**config.mk**
```make
export PLATFORM = sky130hd
export DESIGN_NAME = block_prefilter
export DESIGN_NICKNAME = d
export VERILOG_FILES = /design/src/rtl/block_prefilter_pkg.sv /design/src/rtl/prefilter_fifo.sv /design/src/rtl/block_prefilter.sv
export SDC_FILE = /design/constraint.sdc
export NUM_CORES = 1
export LEC_CHECK = 0
export CAP_MARGIN = 30
export CORE_ASPECT_RATIO = 0.7
export CORE_MARGIN = 2
export CORE_UTILIZATION = 35
export CTS_BUF_LIST = sky130_fd_sc_hd__clkbuf_2 sky130_fd_sc_hd__clkbuf_4 sky130_fd_sc_hd__clkbuf_8
export DETAILED_ROUTE_END_ITERATION = 8
export GPL_ROUTABILITY_DRIVEN = 0
export GPL_TIMING_DRIVEN = 0
export PLACE_DENSITY = 0.59
export SYNTH_ARGS = -nofsm -noshare
export SYNTH_HDL_FRONTEND = slang
export SYNTH_SLANG_ARGS = --single-unit
export TNS_END_PERCENT = 30
```
**constraint.sdc**
```tcl
create_clock -name clk -period 2.2 [get_ports clk]
set_clock_uncertainty 0.15 [all_clocks]
set_input_delay 0.22 -clock clk [delete_from_list [all_inputs] [get_ports clk]]
set_output_delay 0.22 -clock clk [all_outputs]
set_load 0.01 [all_outputs]
```
**src/rtl/block_prefilter_pkg.sv**
```systemverilog
// Shared types, ASCII constants and byte classification helpers for block_prefilter.
package block_prefilter_pkg;

    typedef enum logic [1:0] {
        START = 2'd0,
        SPACE = 2'd1,
        WORD  = 2'd2,
        TAIL  = 2'd3
    } state_t;

    localparam logic [7:0] ASCII_SPACE = 8'h20;
    localparam logic [7:0] ASCII_TAB   = 8'h09;
    localparam logic [7:0] ASCII_LF    = 8'h0A;
    localparam logic [7:0] ASCII_CR    = 8'h0D;
    localparam logic [7:0] ASCII_DEL   = 8'h7F;

    function automatic logic is_ws(input logic [7:0] b);
        return (b == ASCII_SPACE) || (b == ASCII_TAB) ||
               (b == ASCII_LF)    || (b == ASCII_CR);
    endfunction

    // Only 'A'..'Z' move; punctuation in 0x40..0x5F must stay untouched.
    function automatic logic [7:0] fold_case(input logic [7:0] b);
        if ((b >= 8'h41) && (b <= 8'h5A)) begin
            return b + 8'h20;
        end
        return b;
    endfunction

    // Control codes other than whitespace, plus DEL and everything above.
    function automatic logic is_nonprint(input logic [7:0] b);
        return ((b < ASCII_SPACE) && !is_ws(b)) || (b >= ASCII_DEL);
    endfunction

endpackage

```
**src/rtl/prefilter_fifo.sv**
```systemverilog
// DEPTH x 8 synchronous FIFO; extra pointer bit separates full from empty.
module prefilter_fifo
    import block_prefilter_pkg::*;
#(
    parameter int DEPTH = 4
) (
    input  logic       clk,
    input  logic       reset,
    input  logic       wr_en,
    input  logic [7:0] wr_data,
    input  logic       rd_en,
    output logic [7:0] rd_data,
    output logic       full,
    output logic       empty
);

    localparam int AW = $clog2(DEPTH);

    logic [7:0]  mem [DEPTH];
    logic [AW:0] wr_ptr;
    logic [AW:0] rd_ptr;
    logic        do_wr;
    logic        do_rd;

    assign empty   = (wr_ptr == rd_ptr);
    assign full    = (wr_ptr[AW] != rd_ptr[AW]) && (wr_ptr[AW-1:0] == rd_ptr[AW-1:0]);
    assign do_wr   = wr_en && !full;
    assign do_rd   = rd_en && !empty;
    // Drive zero when empty so nothing stale is visible after reset.
    assign rd_data = empty ? 8'h00 : mem[rd_ptr[AW-1:0]];

    // Pointer update; simultaneous read and write leave occupancy unchanged.
    always_ff @(posedge clk or negedge reset) begin
        if (!reset) begin
            wr_ptr <= '0;
            rd_ptr <= '0;
        end else begin
            if (do_wr) wr_ptr <= wr_ptr + 1'b1;
            if (do_rd) rd_ptr <= rd_ptr + 1'b1;
        end
    end

    // Storage array, cleared on reset so a mid-stream reset leaves no residue.
    always_ff @(posedge clk or negedge reset) begin
        if (!reset) begin
            for (int i = 0; i < DEPTH; i++) mem[i] <= 8'h00;
        end else if (do_wr) begin
            mem[wr_ptr[AW-1:0]] <= wr_data;
        end
    end

endmodule

```
**src/rtl/block_prefilter.sv**
```systemverilog
// Byte-stream normaliser ahead of block_checker: case fold, whitespace
// collapse, guaranteed leading/trailing space, word counting.
// Optional build macro DROP_NONPRINT_EN discards non-printable bytes.
//
// state | meaning
// START | emit the stream-leading space, no input taken
// SPACE | last emitted byte was a space; whitespace is swallowed
// WORD  | inside a word; whitespace emits one space
// TAIL  | stream ended mid-word; emit the trailing space
module block_prefilter
    import block_prefilter_pkg::*;
#(
    parameter int DEPTH = 4,
    parameter int CNT_W = 16
) (
    input  logic             clk,
    input  logic             reset,
    input  logic             in_valid,
    output logic             in_ready,
    input  logic [7:0]       in_data,
    input  logic             in_last,
    output logic             out_valid,
    input  logic             out_ready,
    output logic [7:0]       out_data,
    output logic [CNT_W-1:0] word_count,
    output logic             busy
);

    state_t     state;
    state_t     state_nxt;
    logic       fifo_full;
    logic       fifo_empty;
    logic       wr_en;
    logic [7:0] wr_data;
    logic       word_inc;
    logic       accept;
    logic       byte_ws;
    logic       byte_drop;

    assign byte_ws = is_ws(in_data);
`ifdef DROP_NONPRINT_EN
    assign byte_drop = is_nonprint(in_data);
`else
    assign byte_drop = 1'b0;
`endif

    assign in_ready  = ((state == SPACE) || (state == WORD)) && !fifo_full;
    assign accept    = in_valid && in_ready;
    assign out_valid = !fifo_empty;
    assign busy      = !fifo_empty || (state != SPACE);

    prefilter_fifo #(.DEPTH(DEPTH)) u_fifo (
        .clk     (clk),
        .reset   (reset),
        .wr_en   (wr_en),
        .wr_data (wr_data),
        .rd_en   (out_ready),
        .rd_data (out_data),
        .full    (fifo_full),
        .empty   (fifo_empty)
    );

    // State register.
    always_ff @(posedge clk or negedge reset) begin
        if (!reset) state <= START;
        else        state <= state_nxt;
    end

    // Next state and FIFO write; at most one write per cycle.
    always_comb begin
        state_nxt = state;
        wr_en     = 1'b0;
        wr_data   = ASCII_SPACE;
        word_inc  = 1'b0;
        case (state)
            START: begin
                if (!fifo_full) begin
                    wr_en     = 1'b1;
                    state_nxt = SPACE;
                end
            end
            SPACE: begin
                // Whitespace, dropped bytes and a bare in_last all leave us here.
                if (accept && !byte_drop && !byte_ws) begin
                    wr_en     = 1'b1;
                    wr_data   = fold_case(in_data);
                    word_inc  = 1'b1;
                    state_nxt = in_last ? TAIL : WORD;
                end
            end
            WORD: begin
                if (accept) begin
                    if (byte_drop) begin
                        // A dropped final byte still closes the word.
                        if (in_last) begin
                            wr_en     = 1'b1;
                            state_nxt = SPACE;
                        end
                    end else if (byte_ws) begin
                        wr_en     = 1'b1;
                        state_nxt = SPACE;
                    end else begin
                        wr_en     = 1'b1;
                        wr_data   = fold_case(in_data);
                        state_nxt = in_last ? TAIL : WORD;
                    end
                end
            end
            TAIL: begin
                if (!fifo_full) begin
                    wr_en     = 1'b1;
                    state_nxt = SPACE;
                end
            end
            default: state_nxt = START;
        endcase
    end

    // Saturating word counter.
    always_ff @(posedge clk or negedge reset) begin
        if (!reset) begin
            word_count <= '0;
        end else if (word_inc && (word_count != {CNT_W{1'b1}})) begin
            word_count <= word_count + CNT_W'(1);
        end
    end

endmodule

```
Word level (Yosys, flattened, before mapping)

Index checks and enable logic that the tools add are counted.

Add/subtract/negate cells: 4
Magnitude comparators: 5
Equality and inequality tests: 15
Mux-type cells: 31
Bitwise gates (word level): 2
Reductions and logical operators: 20

Operator list:

| operator                | number |
|---|---|
| $mux W8                 | 10 |
| $bwmux W32              | 1 |
| $eq A8 B4 Y1 const B    | 3 |
| $add A16 B1 Y16 const B | 1 |
| $bmux W8 S2             | 1 |
| $demux W8 S2            | 1 |
| $ne A16 B16 Y1 const B  | 1 |
| $pmux W8 S2             | 1 |
| $mux W1                 | 11 |
| $logic_and A1 B1 Y1     | 9 |
| $add A8 B6 Y8 const B   | 1 |
| $eq A8 B6 Y1 const B    | 1 |
| $ge A8 B7 Y1 const B    | 1 |
| $le A8 B7 Y1 const B    | 1 |
| $mux W2                 | 4 |
| $add A3 B1 Y3 const B   | 2 |
| $ge A3 B3 Y1 const B    | 2 |
| $not A2 Y3              | 2 |
| $pmux W2 S3             | 1 |
| $logic_or A1 B1 Y1      | 5 |
| $eq A2 B2 Y1 const B    | 2 |
| $ne A2 B1 Y1 const B    | 2 |
| $ne A2 B2 Y1 const B    | 2 |
| $eq A3 B3 Y1            | 1 |
| other kinds (9)         | 11 |

Register bits: 56
Input port bits: 13

Longest topological paths before layout

Gate-level depths: netlist of the first run.

Depth in word-level cells: 12
Gate-level depth with buffers: 8

Cells and area by module

From an unflattened synthesis of the first run, not the netlist that was laid out.

Cell total of the unflattened synthesis: 250
Area, all modules: 3130.5 um^2

Modules (own cells, without submodules):

| module          | times used | cells an instance | area an instance (um^2) | sequential area each (um^2) |
|---|---|---|---|---|
| prefilter_fifo  | 1          | 125               | 1931.9                  | 950.9 |
| block_prefilter | 1          | 125               | 1198.6                  | 450.4 |

Least setup slack after synthesis of the first run

No wires, ideal clock.

Path kind: register to register
From: register u_fifo.rd_ptr[1]
To: register u_fifo.mem[18] (netlist name)
Library setup time: 0.128 ns
Arrival time: 2.115 ns
Slack: -0.193 ns
Stages on the path, launching flop included: 8
Buffers on the path: 1
Clock period less this slack: 2.393 ns
Cells stage by stage: dfrtp_1 -> buf_2 -> xor2_1 -> o31ai_1 -> or3b_4 -> o32ai_4 -> nand2_4 -> mux2_1

Word-level cells in the longest chain between the ends: 9
Elaborated cells between the ends (all ways): 15

Ends and longest elaborated chain:

| what                                                     | line                                        | RTL |
|---|---|---|
| start: declaration                                       | prefilter_fifo.sv:21                        | `logic [AW:0] rd_ptr;` |
| start signal: assignment                                 | prefilter_fifo.sv:39                        | `if (do_rd) rd_ptr <= rd_ptr + 1'b1;` |
| $eq A2 B2 Y1 (*)                                         | prefilter_fifo.sv:26                        | `assign full = (wr_ptr[AW] != rd_ptr[AW]) && (wr_ptr[AW-1:0] == rd_ptr[AW-1:0]);` |
| $logic_and A1 B1 Y1 (*)                                  | prefilter_fifo.sv:26                        |  |
| $logic_not A1 Y1                                         | prefilter_fifo.sv:27, block_prefilter.sv:47 |  |
| $logic_and A1 B1 Y1                                      | block_prefilter.sv:47                       | `assign in_ready = ((state == SPACE) \|\| (state == WORD)) && !fifo_full;` |
| $logic_and A1 B1 Y1                                      | block_prefilter.sv:48                       | `assign accept = in_valid && in_ready;` |
| $logic_and A1 B1 Y1                                      | block_prefilter.sv:84                       | `if (accept && !byte_drop && !byte_ws) begin` |
| $mux W8 / $mux W1 (equally long branches)                | block_prefilter.sv:84                       |  |
| $pmux W8 S2 / $pmux W1 S3 (equally long branches)        | block_prefilter.sv:75                       | `case (state)` |
| $bwmux W32 / $logic_and A1 B1 Y1 (equally long branches) | prefilter_fifo.sv:48, prefilter_fifo.sv:27  |  |
| end signal: indexed assignment                           | prefilter_fifo.sv:48                        | `mem[wr_ptr[AW-1:0]] <= wr_data;` |
| end: declaration                                         | prefilter_fifo.sv:19                        | `logic [7:0] mem [DEPTH];` |

Every way passes the cells marked *; elsewhere a longest branch is shown, timed or not.
A chain may end at the register's enable or synchronous reset.

Worst setup path in the final report of the first run

From: register u_fifo.rd_ptr[0]
To: register u_fifo.mem[18] (netlist name)

The elaborated chain is that of the path after synthesis.

==> results_dict.tcl, run 1 <==
set metrics [dict create \
    status "complete, but fails checks" \
    violations "negative setup slack" \
    dp_hpwl_um 4221 \
    hold_viol 0 \
    netlist_area_um2 2890 \
    drive_gt1_frac 0.3596 \
    routedWlPerCell_um 16.48 \
    cp_common_cell "buf_12" \
    path_buf_inv 2 \
    slowest_delay_ps 450 \
    fin_hold_ws_ps 227.2 \
    critPathCaptureType "flip-flop" \
    drc 0 \
    htreeDepth 2 \
    io_buffers 39 \
    stdcell_area_um2 3929 \
    nets 314 \
    place_area_um2 3471 \
    max_slew_margin 0.6590 \
    vias 1967 \
    cts.sink_count 56 \
    fp.dieH_um 80.03 \
    grt_setup_unrepaired "true" \
    cts_root_buf "clkbuf_8" \
    dr.pass1.iters 4 \
    min_period_ps 2343 \
    grt_max_degree 39 \
    vdd_ir_drop_max_mv 1.055 \
    maxSlewViolCount 0 \
    fin_total_pwr_uw 5388 \
    crit_family "simple AND/OR/NAND/NOR gates" \
    clock_latency_ps 320 \
    ys_seq_area_frac 0.4848 \
    track_usage 0.1622 \
    powerDensity_nw_per_um2 1371 \
    avgSynthCellArea_um2 12.90 \
    critical_path_required_ps 2260 \
    ys_seq_elements 56 \
    grt_first_pass_wirelength_um 11130 \
    crit_path_start_kind "flip-flop" \
    cp_slowest_cell "dfrtp_2" \
    start_util 0.3641 \
    ioPinCount 40 \
    power_leakage_uw 0.001783 \
    numCtsBuffers 5 \
    syn_nets 246 \
    ys.warnings.count 0 \
    synth_cell_type_count 39 \
    crit_type "flip-flop to flip-flop" \
    path_cells "buf_12 -> xor2_4 -> o31ai_4 -> or3b_4 -> o32ai_4 -> buf_12 -> nand2_8 -> mux2_4" \
    synth_edf_count 0 \
    dieArea_um2 9013 \
    place_ws_ps -705.9 \
    viasPerCell 5.005 \
    cp.depth 8 \
    first_iter_violations 68 \
    clk_pin_slew_worst_paths_ps 90 \
    synthCells 224 \
    cp_max_fo 8 \
    antennaDiodeCount 0 \
    antenna_found_initial 0 \
    grt_overflow 0 \
    synthFlopType "dfrtp_1" \
    clk_path_buf_depth 2 \
    synth_top_area_cell "dfrtp_1" \
    nFillCells 720 \
    grt_pass1_vias 2112 \
    wl_um 6477 \
    antenna_left 0 \
    period_share 1.065 \
    hold_path.class "input port to async pin" \
    fmax_mhz 426.9 \
    worst-slew-pin-transition_ps 507.5 \
    cp.arrival_ps 2400 \
    synth_top_area_share 0.4848 \
    setup_slack_ps -142.6 \
    setup_viol 43 \
    core-area_um2 7939 \
    r2r_cells 8 \
    async_flop_share 1.000 \
    fp.dieW_um 112.6 \
    maxCapViolCount 0 \
    synthToLayoutAreaGrowth_pct 35.93 \
    row_count 27 \
    synth_area_leaders "dfrtp_1 (48%), mux2_2 (13%), mux4_2 (6.2%)" \
    cts_tree "done" \
]
[layer usage]
metal	global-route usage	up-vias	part of all wire
met5	0	-	0
met4	0.03415	0	0.0074
met3	0.04860	5	0.026
met2	0.2443	20	0.45
met1	0.2315	994	0.51
li1	-	948	-
[worst paths after layout]
check / from / end / slack (ps)
worst max register to register: u_fifo.rd_ptr[0]$_DFFE_PN0P_ / u_fifo.mem[18]$_DFFE_PN0P_ / -140
worst max-delay path: u_fifo.rd_ptr[0]$_DFFE_PN0P_ / u_fifo.mem[18]$_DFFE_PN0P_ / -140
max in group asynchronous: reset / u_fifo.mem[9]$_DFFE_PN0P_ / 1110
min in group clk: in_data[2] / u_fifo.mem[18]$_DFFE_PN0P_ / 330
worst min-delay path: reset / u_fifo.rd_ptr[2]$_DFFE_PN0P_ / 230
worst min register to register: word_count[9]$_DFFE_PN0P_ / word_count[9]$_DFFE_PN0P_ / 340
[repair_timing]
action,CTS,global route
pin swaps,7,4
setup buffers,16,3
cloned,2,0
endpoints found under the hold margin,18,0
setup endpoints to repair,62,61
gates resized for setup,47,13
hold buffers,1,0
[state kept, by name (all words and copies together), names as in the netlist]
name and count:
u_fifo.rd_ptr 3, u_fifo.mem 32, u_fifo.wr_ptr 3, word_count 16
state 2
[area by class of cell]
cell class,count,area (µm²),area share
Multi-Input combinational cell,158,1634,0.4159
Clock inverter,1,5.005,0.001274
Tap cell,101,126.4,0.03217
Buffer,5,65.06,0.01656
Inverter,5,18.77,0.004777
Clock buffer,6,76.32,0.01943
Sequential cell,56,1403,0.3570
Timing Repair Buffer,61,600.6,0.1529
[metrics by stage]
| step | util | std cells | TNS (ps) |
|---|---|---|---|
| 3_3_place_gp | 0.4353 | 364 | -92920 |
| 2_1_floorplan | - | 224 | -1114 |
| 5_1_grt | 0.4949 | 393 | -8562 |
| 4_1_cts | 0.4851 | 390 | -4831 |
| 6_report | 0.4949 | 393 | -4565 |
| 3_5_place_dp | 0.4372 | 365 | -32150 |
[cell usage in the layout, fill, tap and decap left out, types with 2 or more instances in the layout]
| master | n |
|---|---|
| dlygate4sd2_1 | 5 |
| nand2_1 | 5 |
| nand3b_1 | 2 |
| nor3_4 | 2 |
| nand4_1 | 7 |
| and4_1 | 3 |
| nor3_1 | 6 |
| dfrtp_1 | 55 |
| xnor2_1 | 18 |
| mux4_2 | 8 |
| buf_12 | 3 |
| and2_1 | 12 |
| clkdlybuf4s50_1 | 23 |
| buf_6 | 2 |
| clkdlybuf4s15_2 | 2 |
| nand2_8 | 5 |
| mux2_2 | 33 |
| inv_1 | 5 |
| clkbuf_8 | 6 |
| a21oi_1 | 2 |
| buf_4 | 17 |
| mux2_4 | 3 |
| nor2_1 | 5 |
| ha_1 | 9 |
| dlymetal6s2s_1 | 5 |
| xor2_4 | 2 |
| and3_1 | 6 |
| nand3_1 | 7 |
| buf_2 | 4 |
[cells in the mapped netlist, types with 2 or more instances]
cell type	number
a21oi_1	3
and2_1	13
and3_1	6
and4_1	3
buf_2	2
clkbuf_1	2
dfrtp_1	56
ha_1	9
inv_1	5
mux2_1	2
mux2_2	34
mux4_2	8
nand2_1	6
nand2_4	4
nand3_1	7
nand3b_1	2
nand4_1	7
nor2_1	6
nor3_1	8
o21a_1	2
xnor2_1	19
xor2_1	3
[cell families after synthesis]
logic type	share of synthesized area
simple gates	0.1511
flops	0.4848
mux	0.2061
xor+xnor	0.06667
compound gates	0.03463
buf+inv	0.01775
fa+ha+maj	0.03896
[power by group]
part           total (µW)  internal [µW]  switching (µW)
clock network         563            230             332
registers            1540           1310             237
logic                3280           1700            1580
Note: power is estimated with default switching activity, not from simulation.
==> inputs of run 2 (changes only) <==
- GPL_ROUTABILITY_DRIVEN: 0 -> not set
- REMOVE_ABC_BUFFERS: not set -> 1
==> run 2 against run 1 <==
The run still ends with negative setup slack left. Maximum frequency grew 1.9%. Final cell count shrank 1.3%. Flip-flop and latch count is the same. Critical path type unchanged. First-iteration DRC count shrank 8.8%. Sequential share of layout area grew 1.3 points.
==> results_dict.tcl, run 2 (synthesis results as in run 1) <==
set metrics [dict create \
    hold_viol 0 \
    hold_path.class "input port to async pin" \
    dr.pass1.iters 4 \
    p_switching_uw 2055 \
    clk_path_buf_depth 2 \
    critical_path_required_ps 2250 \
    routedWlPerCell_um 16.18 \
    largest_reg_flops 32 \
    place_ws_ps -784.2 \
    grt_first_pass_wirelength_um 10320 \
    path_cells "xor2_4 -> o31ai_4 -> or3b_4 -> o32ai_4 -> buf_12 -> nand2_8 -> mux2_4" \
    cp.arrival_ps 2350 \
    io_buffers 39 \
    fp.dieH_um 80.03 \
    viasPerCell 4.977 \
    crit-reg2reg-launch "u_fifo.rd_ptr[0]$_DFFE_PN0P_" \
    vdd_ir_drop_max_mv 0.8520 \
    crit_type "flip-flop to flip-flop" \
    met2_wirelength_um 2998 \
    min_period_ps 2298 \
    vias 1931 \
    clk_pin_slew_worst_paths_ps 110 \
    clock_latency_ps 310 \
    clkPwrFrac 0.113 \
    cts.sink_count 56 \
    grt_pass1_vias 2038 \
    power_frac_seq 0.306 \
    first_iter_violations 62 \
    r2r_slack_ps -100 \
    final_cell_mix "dfrtp_1 (50), mux2_2 (33), clkdlybuf4s50_1 (23)" \
    setup_viol 36 \
    cp_slowest_cell "dfrtp_4" \
    numCtsBuffers 5 \
    intPower_uw 3087 \
    drive_gt1_frac 0.3693 \
    grt_max_degree 33 \
    antenna_left 0 \
    htreeDepth 2 \
    top_register "u_fifo.mem" \
    worst-slew-pin-transition_ps 616.6 \
    fin_total_pwr_uw 5142 \
    reg_top3 "u_fifo.mem x32, word_count x16" \
    maxCapViolCount 0 \
    nFillCells 700 \
    period_share 1.044 \
    start_util 0.3641 \
    wl_um 6276 \
    power_leakage_uw 0.001685 \
    dieArea_um2 9013 \
    slowest_delay_ps 540 \
    r2r-end "u_fifo.mem[15]$_DFFE_PN0P_" \
    cts_tree "done" \
    status "complete, but fails checks" \
    violations "negative setup slack" \
    gp_congestion 0.7871 \
    core-area_um2 7939 \
    setup_slack_ps -97.87 \
    crit_family "flip-flops" \
    fmax_mhz 435.2 \
    nets 308 \
    antennaDiodeCount 0 \
    crit_path_start_kind "flip-flop" \
    grt_setup_unrepaired "true" \
    max_slew_margin 0.5890 \
    r2r_cells 7 \
    dp_hpwl_um 4100 \
    row_count 27 \
    track_usage 0.1473 \
    maxSlewViolCount 0 \
    cts_root_buf "clkbuf_8" \
    path_buf_inv 1 \
    dr_wl_met3_um 195 \
    grt_overflow 0 \
    layout_commonest_cell "dfrtp_1" \
    m1WireLength_um 3025 \
    drc 0 \
    ioPinCount 40 \
    synthToLayoutAreaGrowth_pct 32.08 \
    cp_max_fo 8 \
    fp.dieW_um 112.6 \
    antenna_found_initial 0 \
    critPathCaptureType "flip-flop" \
    powerDensity_nw_per_um2 1347 \
    p_comb_frac 0.580 \
    switching_share 0.3997 \
    dr.max_layer_used "met4" \
]
## run 2: power groups by stage
stage,combinational (µW),clock (µW),sequential (µW)
final,2980,583,1570
after detailed placement,2100,0,1610
after CTS,2820,604,1570
after global placement,2070,0,1600
after floorplan,1480,0,1530
after global routing,3220,642,1620
## run 2: area by class of cell
| type | instances | area [µm²] | share of cell area |
|---|---|---|---|
| inverter | 5 | 18.77 | 0.004916 |
| clock inverter | 3 | 21.27 | 0.005572 |
| tap | 101 | 126.4 | 0.03310 |
| sequential | 56 | 1411 | 0.3697 |
| clock buffer | 5 | 68.82 | 0.01803 |
| multi-input combinational | 158 | 1605 | 0.4205 |
| timing repair buffer | 60 | 565.5 | 0.1481 |
## run 2: worst max path at each step
stage	slack (ps)	cells past startpoint	startpoint	end
after global routing	-150	7	u_fifo.rd_ptr[0]$_DFFE_PN0P_	u_fifo.mem[15]$_DFFE_PN0P_
after global placement	-1110	1	reset	word_count[3]$_DFFE_PN0P_
after floorplan	-360	5	u_fifo.rd_ptr[0]$_DFFE_PN0P_	word_count[1]$_DFFE_PN0P_
after detailed placement	-780	5	u_fifo.rd_ptr[0]$_DFFE_PN0P_	word_count[1]$_DFFE_PN0P_
final	-100	7	u_fifo.rd_ptr[0]$_DFFE_PN0P_	u_fifo.mem[15]$_DFFE_PN0P_
after CTS	-100	7	u_fifo.rd_ptr[0]$_DFFE_PN0P_	u_fifo.mem[8]$_DFFE_PN0P_
## run 2: what timing repair did
action / 4_1_cts / 5_1_grt
setup endpoints to repair: 66 / 55
pin swaps: 8 / 4
gates resized for setup: 50 / 17
hold endpoints to repair: 24 / 0
hold buffers: 1 / 0
gates cloned: 1 / 0
buffers inserted: 14 / 5
## run 2: routing by layer
layer / vias up / global-route usage
met5: - / 0
li1: 942 / -
met3: 4 / 0.03265
met4: 0 / 0.04512
met2: 24 / 0.2425
met1: 961 / 0.1950
## run 2: metrics by stage
step | hold slack (ps) | instances | utilization | TNS (ps) | cell area (µm²)
4_1_cts | 317.9 | 383 | 0.4745 | -2768 | 3767
3_5_place_dp | 124.4 | 359 | 0.4270 | -41060 | 3390
3_3_place_gp | 328.4 | 358 | 0.4251 | -102180 | 3374
6_report | 293.0 | 388 | 0.4809 | -2384 | 3817
2_1_floorplan | -225.6 | 218 | - | -14670 | 2858
5_1_grt | 359.9 | 388 | 0.4809 | -4770 | 3817
==> inputs of run 3 (changes only) <==
- DONT_BUFFER_PORTS: not set -> 1
- PLACE_DENSITY: 0.59 -> 0.53
==> run 3 against run 2 <==
The flow still finishes with violations (negative setup slack). Clock power up 35%. Maximum frequency rose by 0.14%. Critical path depth unchanged. First-iteration DRC count increased by 53%. Combinational power shrank 7.4%. Total power grew 0.13%. Utilization down 4.1 points. Critical endpoint is now u_fifo.mem[26]$_DFFE_PN0P_. Highest routed layer unchanged.
==> results_dict.tcl, run 3 (synthesis results as in run 1) <==
set metrics [dict create \
    violations "negative setup slack" \
    nets 266 \
    fin_hold_ws_ps 81.64 \
    gp_congestion 0.7607 \
    r2r_cells 7 \
    grt_overflow 0 \
    dp_cells 319 \
    viasPerCell 5.299 \
    numCtsBuffers 5 \
    antennaDiodeCount 0 \
    critical_path_required_ps 2250 \
    track_usage 0.1489 \
    io_buffers 0 \
    clkPwrFrac 0.153 \
    routedWlPerCell_um 18.61 \
    maxCapViolCount 0 \
    grt_pass1_vias 1808 \
    start_util 0.3641 \
    crit_start "u_fifo.rd_ptr[2]$_DFFE_PN0P_" \
    fp.dieW_um 112.6 \
    cts.sink_count 56 \
    wl_um 6419 \
    cp_max_fo 8 \
    largest_reg_flops 32 \
    r2r-end "u_fifo.mem[26]$_DFFE_PN0P_" \
    p_switching_uw 2014 \
    final_cell_mix "dfrtp_1 (47), mux2_2 (34), xnor2_1 (18)" \
    maxSlewViolCount 0 \
    cp_slowest_cell "dfrtp_2" \
    layout.cells.non_filler 345 \
    cts_root_buf "clkbuf_8" \
    path_cells "xnor2_4 -> o31ai_4 -> or3b_4 -> o32ai_4 -> buf_12 -> nand2_8 -> mux2_4" \
    drc 0 \
    crit_path_end "u_fifo.mem[26]$_DFFE_PN0P_" \
    worst-slew-pin-transition_ps 568.1 \
    clk_pin_slew_worst_paths_ps 100 \
    critPathCaptureType "flip-flop" \
    crit_path_start_kind "flip-flop" \
    core-area_um2 7939 \
    fp.dieH_um 80.03 \
    fmax_mhz 435.8 \
    hold_viol 0 \
    cts_tree "done" \
    setup_slack_ps -94.61 \
    power_leakage_uw 0.001507 \
    dieArea_um2 9013 \
    reg_top3 "u_fifo.mem x32, word_count x16" \
    min_period_ps 2295 \
    switching_share 0.3912 \
    layout_commonest_cell "dfrtp_1" \
    r2r_slack_ps -90 \
    first_iter_violations 95 \
    nFillCells 733 \
    row_count 27 \
    slowest_delay_ps 460 \
    dp_hpwl_um 4027 \
    synthToLayoutAreaGrowth_pct 20.91 \
    p_comb_frac 0.535 \
    period_share 1.043 \
    drive_gt1_frac 0.4016 \
    ioPinCount 40 \
    clk_path_buf_depth 2 \
    hold_path.class "input port to flip-flop" \
    max_slew_margin 0.6181 \
    cp.arrival_ps 2350 \
    clock_latency_ps 310 \
    antenna_found_initial 0 \
    crit-reg2reg-launch "u_fifo.rd_ptr[2]$_DFFE_PN0P_" \
    crit_type "flip-flop to flip-flop" \
    grt_first_pass_wirelength_um 10150 \
    vias 1828 \
    intPower_uw 3135 \
    setup_viol 33 \
    top_register "u_fifo.mem" \
    vdd_ir_drop_max_mv 0.9111 \
    powerDensity_nw_per_um2 1473 \
    power_frac_seq 0.312 \
    status "complete, but fails checks" \
    grt_setup_unrepaired "true" \
    grt_max_degree 57 \
    dr.pass1.iters 4 \
    htreeDepth 2 \
    antenna_left 0 \
]
==> run 3: how the worst min path moves through the flow <==
stage	start	to	slack, ps	cells after the start
CTS	in_last	state[0]$_DFFE_PN0P_	70	3
global placement	reset	u_fifo.rd_ptr[2]$_DFFE_PN0P_	-220	0
global route	in_data[4]	u_fifo.mem[12]$_DFFE_PN0P_	110	2
detailed placement	reset	u_fifo.rd_ptr[2]$_DFFE_PN0P_	-220	0
finish	in_last	state[0]$_DFFE_PN0P_	80	3
floorplan	reset	state[0]$_DFFE_PN0P_	-230	0
==> run 3: power groups by stage <==
stage / Clock [µW] / Combinational, µW / Sequential (µW)
floorplan: 0 / 1480 / 1530
global placement: 0 / 1750 / 1630
detailed placement: 0 / 1790 / 1630
CTS: 807 / 2510 / 1560
global route: 849 / 2980 / 1650
finish: 789 / 2760 / 1600
==> run 3: routing by layer <==
metal / up-vias / share of wire / global-route usage
met4: 0 / 0.011 / 0.04024
met5: - / 0 / 0
li1: 853 / - / -
met3: 8 / 0.046 / 0.04176
met2: 29 / 0.46 / 0.2251
met1: 938 / 0.48 / 0.2102
==> run 3: repair_timing <==
| action | in CTS | in global routing |
|---|---|---|
| resized for setup | 21 | 15 |
| buffers inserted | 11 | 4 |
| endpoints found under the hold margin | 58 | 0 |
| endpoints found under the setup margin | 66 | 56 |
| hold buffers | 3 | 0 |
| pin swaps | 6 | 3 |
| cloned | 1 | 0 |
==> run 3: worst max-delay path, delay by kind of cell (launching register included) <==
| kind | cells | cell delay (ps) |
|---|---|---|
| buffers and inverters | 1 | 210 |
| DFF | 1 | 460 |
| AOI/OAI and AO/OA | 2 | 250 |
| muxes | 1 | 310 |
| xor gates and xnor gates | 1 | 250 |
| and+or+nand+nor | 2 | 540 |
==> run 3: per-stage QoR <==
stage / cell area [µm²] / power (µW) / TNS, ps / worst slack, ps / util
6_report: 3495 / 5149 / -1766 / -94.61 / 0.4402
3_3_place_gp: 2984 / 3384 / -38060 / -814.2 / 0.3759
3_5_place_dp: 2984 / 3416 / -37680 / -771.9 / 0.3759
4_1_cts: 3393 / 4878 / -1813 / -97.15 / 0.4274
5_1_grt: 3495 / 5473 / -3868 / -154.3 / 0.4402
2_1_floorplan: 2858 / 3010 / -14670 / -356.5 / -
==> run 3: layout make-up <==
class	instances	area, µm²	share of cell area
Timing Repair Buffer	18	185.2	0.05299
Sequential cell	56	1415	0.4049
Tap cell	101	126.4	0.03616
Clock inverter	2	60.06	0.01719
Multi-Input combinational cell	158	1620	0.4637
Clock buffer	5	68.82	0.01969
Inverter	5	18.77	0.005371
